## config.mk

```make
export PLATFORM = sky130hd
export DESIGN_NAME = seven_bit_accumulator
export DESIGN_NICKNAME = d
export VERILOG_FILES = /design/src/rtl/seven_bit_accumulator.sv
export SDC_FILE = /design/constraint.sdc
export NUM_CORES = 1
export LEC_CHECK = 0
export BUFFER_PORTS_ARGS = -buffer_cell sky130_fd_sc_hd__buf_4
export CAP_MARGIN = 20
export CORE_MARGIN = 4
export CORE_UTILIZATION = 40
export CTS_CLUSTER_DIAMETER = 200
export CTS_CLUSTER_SIZE = 20
export DETAILED_ROUTE_END_ITERATION = 16
export PLACE_DENSITY_LB_ADDON = 0.05
export SLEW_MARGIN = 40
export SYNTH_ARGS = -nofsm -noshare
export SYNTH_HDL_FRONTEND = slang
export SYNTH_SLANG_ARGS = --single-unit
export TNS_END_PERCENT = 30
```

## constraint.sdc

```tcl
create_clock -name clk -period 2.15 [get_ports clk]
set_input_delay 0.5375 -clock clk [delete_from_list [all_inputs] [get_ports clk]]
set_output_delay 0.5375 -clock clk [all_outputs]
set_load 0.005 [all_outputs]
```

## src/rtl/seven_bit_accumulator.sv

```systemverilog
// 7-bit two's-complement accumulator (add/sub/load/clear) with carry, overflow, sticky and zero flags.
// Results appear one cycle after accept in a one-entry output register; in_ready = !out_valid || out_ready.
module seven_bit_accumulator #(
   parameter bit SATURATE = 1'b0
) (
   input  logic       clk,
   input  logic       rst_n,
   input  logic       in_valid,
   output logic       in_ready,
   input  logic [1:0] in_op,
   input  logic [6:0] in_data,
   output logic       out_valid,
   input  logic       out_ready,
   output logic [6:0] out_acc,
   output logic       out_cout,
   output logic       out_ovf,
   output logic       out_ovf_sticky,
   output logic       out_zero
);

   typedef enum logic {
      EMPTY = 1'b0,
      FULL  = 1'b1
   } state_e;

   localparam logic [1:0] OP_ADD  = 2'b00;
   localparam logic [1:0] OP_SUB  = 2'b01;
   localparam logic [1:0] OP_LOAD = 2'b10;
   localparam logic [1:0] OP_CLR  = 2'b11;

   state_e     state_q, state_d;
   logic [6:0] acc_q, acc_d;
   logic       cout_q, cout_d;
   logic       ovf_q, ovf_d;
   logic       sticky_q, sticky_d;

   logic       accept;
   logic       consume;
   logic       sub;
   logic [6:0] operand;
   logic [7:0] sum;
   logic [6:0] raw;
   logic       ovf_w;
   logic [6:0] sat_val;

   assign accept  = in_valid && in_ready;
   assign consume = out_valid && out_ready;

   // Subtract is add of the inverted operand plus one, so cout=1 means no borrow.
   always_comb begin
      sub     = (in_op == OP_SUB);
      operand = in_data ^ {7{sub}};
      sum     = {1'b0, acc_q} + {1'b0, operand} + {7'b0, sub};
      raw     = sum[6:0];
      if (sub) begin
         ovf_w = (acc_q[6] != in_data[6]) && (raw[6] != acc_q[6]);
      end else begin
         ovf_w = (acc_q[6] == in_data[6]) && (raw[6] != acc_q[6]);
      end
      sat_val = acc_q[6] ? 7'h40 : 7'h3F;
   end

   always_comb begin
      acc_d    = acc_q;
      cout_d   = cout_q;
      ovf_d    = ovf_q;
      sticky_d = sticky_q;
      if (accept) begin
         case (in_op)
            OP_ADD, OP_SUB: begin
               acc_d    = (SATURATE && ovf_w) ? sat_val : raw;
               cout_d   = sum[7];
               ovf_d    = ovf_w;
               sticky_d = sticky_q | ovf_w;
            end
            OP_LOAD: begin
               acc_d    = in_data;
               cout_d   = 1'b0;
               ovf_d    = 1'b0;
               sticky_d = 1'b0;
            end
            default: begin
               acc_d    = 7'd0;
               cout_d   = 1'b0;
               ovf_d    = 1'b0;
               sticky_d = 1'b0;
            end
         endcase
      end
   end

   always_ff @(posedge clk or negedge rst_n) begin
      if (!rst_n) begin
         acc_q    <= 7'd0;
         cout_q   <= 1'b0;
         ovf_q    <= 1'b0;
         sticky_q <= 1'b0;
      end else begin
         acc_q    <= acc_d;
         cout_q   <= cout_d;
         ovf_q    <= ovf_d;
         sticky_q <= sticky_d;
      end
   end

   // Output-stage state register.
   always_ff @(posedge clk or negedge rst_n) begin
      if (!rst_n) begin
         state_q <= EMPTY;
      end else begin
         state_q <= state_d;
      end
   end

   always_comb begin
      state_d = state_q;
      case (state_q)
         EMPTY: if (accept) state_d = FULL;
         FULL:  if (consume && !accept) state_d = EMPTY;
         default: state_d = EMPTY;
      endcase
   end

   always_comb begin
      out_valid = (state_q == FULL);
      in_ready  = !out_valid || out_ready;
   end

   assign out_acc        = acc_q;
   assign out_cout       = cout_q;
   assign out_ovf        = ovf_q;
   assign out_ovf_sticky = sticky_q;
   assign out_zero       = (acc_q == 7'd0);

endmodule
```

==> metrics.sh <==
DIODES=0
GRT_PASS1_WL_MM=4.03
YOSYS.AREA.TOP_TYPE='dfrtp_1'
MIN-DELAY-PATH-CLASS='input pin to async pin'
POST_DR_WIRELENGTH_CELL_UM=15.5
WORSTPATHBUFFERINVERTERCOUNT=2
MEAN_SYN_CELL_AREA_UM2=9.00
COREAREA_UM2=2000
FAILED_CHECKS='setup timing'
GRT_USAGE=0.201
SYNTH-SEQ-CELLS=11
SYNTHCELLS=95
POWER.SWITCHING_uW=470
STARTPOINT_TYPE='input pin'
CLKPWRFRAC=0.124
POWER_PER_CELL_AREA_nW_PER_UM2=945
GLOBALPLACE.CONGESTION=0.896
DIE_AREA_UM2=2940
ASYNC_FLOP_SHARE=1.00
NETS=162
OVERALL_VIA_COUNT_FROM_DETAIL_ROUTE=927
DIE_H_UM=54.2
CPPEAKSTAGEDELAY_NS=0.38
WORST_SKEW_PAIR.LATE_LATENCY_NS=0.28
AREA_DELTA_SYNTH_FINAL_PCT=51.4
WORSTMARGINPINSLEW_NS=0.480
TIMING.FMAX_MHz=454
POWER.COMBINATIONAL.FRACTION=0.597
SYNTHDISTINCTLIBCELLS=33
SYNTH_ENABLE_FLOP_CELLS=0
CP-END-KIND='register'
TIMING.SLEW.HEADROOM=0.679
DIE_W_UM=54.2
FINALCRITICALPERIOD_NS=2.20
FIN_WORST_SKEW_NS=0.00917
REQUIRED_NS=2.35
TIMING.FINAL.HOLD_VIOLATIONS=0
SYNTH.YOSYS.WARNINGS=0
FINAL-MAX-SLEW-VIOLATION-COUNT=0
CRITPATHTOPFAMILY='simple AND/OR/NAND/NOR gates'
SW_FRAC_OF_TOTAL=0.384
SYNTH_FLOP_CELL='dfrtp_1'
RSZ0062_AT_GRT='true'
CRIT_ARRIVAL_NS=2.40
GRT-OVFL-TOTAL=0
INITIALDRTVIOLATIONCOUNT=9
CLOCKROOTBUFFER='clkbuf_4'
GRT_PASS1_VIAS=917
CRITICAL_PATH_CELL_COUNT=10
CTS_MADE_BUFFERS=3
CTS_POST_SETUP_BUFFERS_INSERTED=0
YOSYSSEQAREASHARE=0.322
POST_ROUTE_CELLS_DRIVE_ABOVE_1_SHARE=0.407
PIN_COUNT_OF_THE_BIGGEST_NET_ENTERING_GLOBAL_ROUTING=15
TRITONCTS='done'
CTS-ROOT-TO-SINK-BUFFERS=2
CRITICAL_PATH.MAX_FANOUT=6
SETUP_VIOLATIONS=3
CAP_VIOL_MAX_COUNT=0
INTERNAL_uW=753
LEAKAGEPOWER_uW=0.000639
VDD.IR_DROP.WORST_uV=548
NETLIST_TOP_CELLS_AREA='dfrtp_1 32%, ha_1 10%, xnor2_1 7.2%'
YOSYSTOPAREACELLSHARE=0.322
FINALCRITPERIODSHARE=1.02
IO-PIN-COUNT=26
PROPORTION_OF_POWER_DRAWN_BY_FLIP_FLOPS_AND_LATCHES=0.278
CTS_HOLD_REPAIR.BUFFERS=0
GRT_ANTENNA_BEFORE_REPAIR=0
RUN_STATUS='finished, violations left'
FINAL_CRITICAL_PATH_SETUP_SLACK_NS=-0.0526
SETUP.WORST_PATH.CLASS='input pin to register'
CRIT_PATH_CELLS='buf_6 > nand2b_4 > buf_4 > xnor2_2 > ha_1 > a21oi_2 > nand2_1 > or3_4 > and2_4 > o211ai_1'
WORST-R2R-CELL-COUNT=8
DP_SLACK_NS=-0.413
TOTAL_POWER_uW=1220
POST_SYNTH_INSTANCE_AREA_UM2=855
CRIT_PATH_TOP_DELAY_CELL='or3_4'
BUFFER_PORTS.INSERTED=25
DP.FINAL_HPWL_MM=2.00
FINISHED_CELL_AREA_UM2=1290
TIMING.REG2REG.SETUP_SLACK_NS=0.14
TRITONCTS_NUM_SINKS=11
NETLIST_TOP_CELLS_COUNT='11 x dfrtp_1, 11 x nand2_1, 7 x ha_1, 7 x o21ai_0, 7 x xnor2_1'
MAPPEDNETLISTNETS=116
CLOCK_INPUT_TRANSITION_AT_THE_SEQUENTIAL_CELLS_OF_THE_WORST_SETUP_AND_HOLD_PATHS_NS=0.08
VIAS_PER_CELL=5.55
HTREE_DEPTH=1
ROUTE.FINAL.WIRE_LENGTH_MM=2.59
ROWS=16
DRT_FIRST_PASS_ITERS=4
ANTENNA_LEFT=0
ROUTE.DETAILED.DRC=0
PLACED_AREA_UM2=1230
INITIAL_UTILIZATION=0.427
## power by group through the flow
| stage | clock [uW] | sequential, uW | combinational, uW |
|---|---|---|---|
| floorplan | 0 | 337 | 379 |
| global placement | 0 | 341 | 673 |
| detailed placement | 0 | 344 | 693 |
| CTS | 158 | 340 | 700 |
| global route | 167 | 352 | 813 |
| finish | 152 | 340 | 731 |
## area by class of cell
class                   instances  area (um2)
repair buffers                 43         330
clock buffers                   4        26.3
flip-flops and latches         11         275
well taps                      27        33.8
multi-input cells              81         624
inverters                       1        3.75
fillers                       174         708
## placed cells by master, fill, tap and decap left out, types with 2 or more instances in the layout
cell / netlist / layout
a21o_1: 2 / 2
a21oi_1: 6 / 5
a221o_1: 2 / 2
a22oi_1: 2 / 2
and3_1: 2 / 2
buf_4: 1 / 41
buf_6: 0 / 2
clkbuf_4: 0 / 3
dfrtp_1: 11 / 11
ha_1: 7 / 7
nand2_1: 11 / 11
nand2b_1: 3 / 2
nand3_1: 5 / 5
nor2_1: 6 / 6
o211ai_1: 2 / 2
o21ai_0: 7 / 5
o21ai_1: 0 / 2
xnor2_1: 7 / 4
xnor2_2: 0 / 2
xor2_1: 3 / 3
## per-layer routing
metal  GRT usage  routed length (um)
met5           0                   0
met4       0.149                  56
met3      0.0409                 132
met2       0.313                1300
met1       0.241                1110
## metrics by stage
stage	hold slack (ns)	setup TNS [ns]	instances	utilization
finish	0.0742	-0.117	167	0.646
global route	0.0783	-0.439	167	0.646
CTS	0.0714	-0.137	167	0.634
detailed placement	0.386	-1.82	163	0.614
global placement	0.385	-1.33	163	0.614
floorplan	0.242	-0.691	95	-
## cells by family after synthesis
family | synth area share
flops | 0.322
simple gates | 0.240
mux | 0.0117
fa+ha+maj | 0.126
xor+xnor | 0.102
compound gates | 0.180
buf+inv | 0.0176
## path summary, 6_finish.rpt
kind | startpoint | to
max | in_op[1] | out_ovf_sticky
min | rst_n | out_acc[3]
max reg2reg | out_acc[0] | out_ovf_sticky
min reg2reg | out_ovf | out_ovf
max in group asynchronous | rst_n | out_acc[4]
min in group clk | in_valid | out_valid
## flip-flops by register name, summed over array words and instances, names as in the netlist
signal and cells:
out_ovf_sticky 1, out_cout 1, out_valid 1, out_acc 7, out_ovf 1
## worst reg2reg max path, delay by kind of cell, from the launching register on
| family | cells | cell delay [ns] |
|---|---|---|
| DFF | 1 | 0.39 |
| adders and majority gates | 1 | 0.35 |
| AOI/OAI and AO/OA | 3 | 0.46 |
| and+or+nand+nor | 4 | 0.72 |
## repair_timing
| action | 4_1_cts | 5_1_grt |
|---|---|---|
| pin swaps | 1 | 0 |
| resized for setup | 3 | 6 |
| setup endpoints to repair | 4 | 5 |
(Power assumes the default switching activity.)
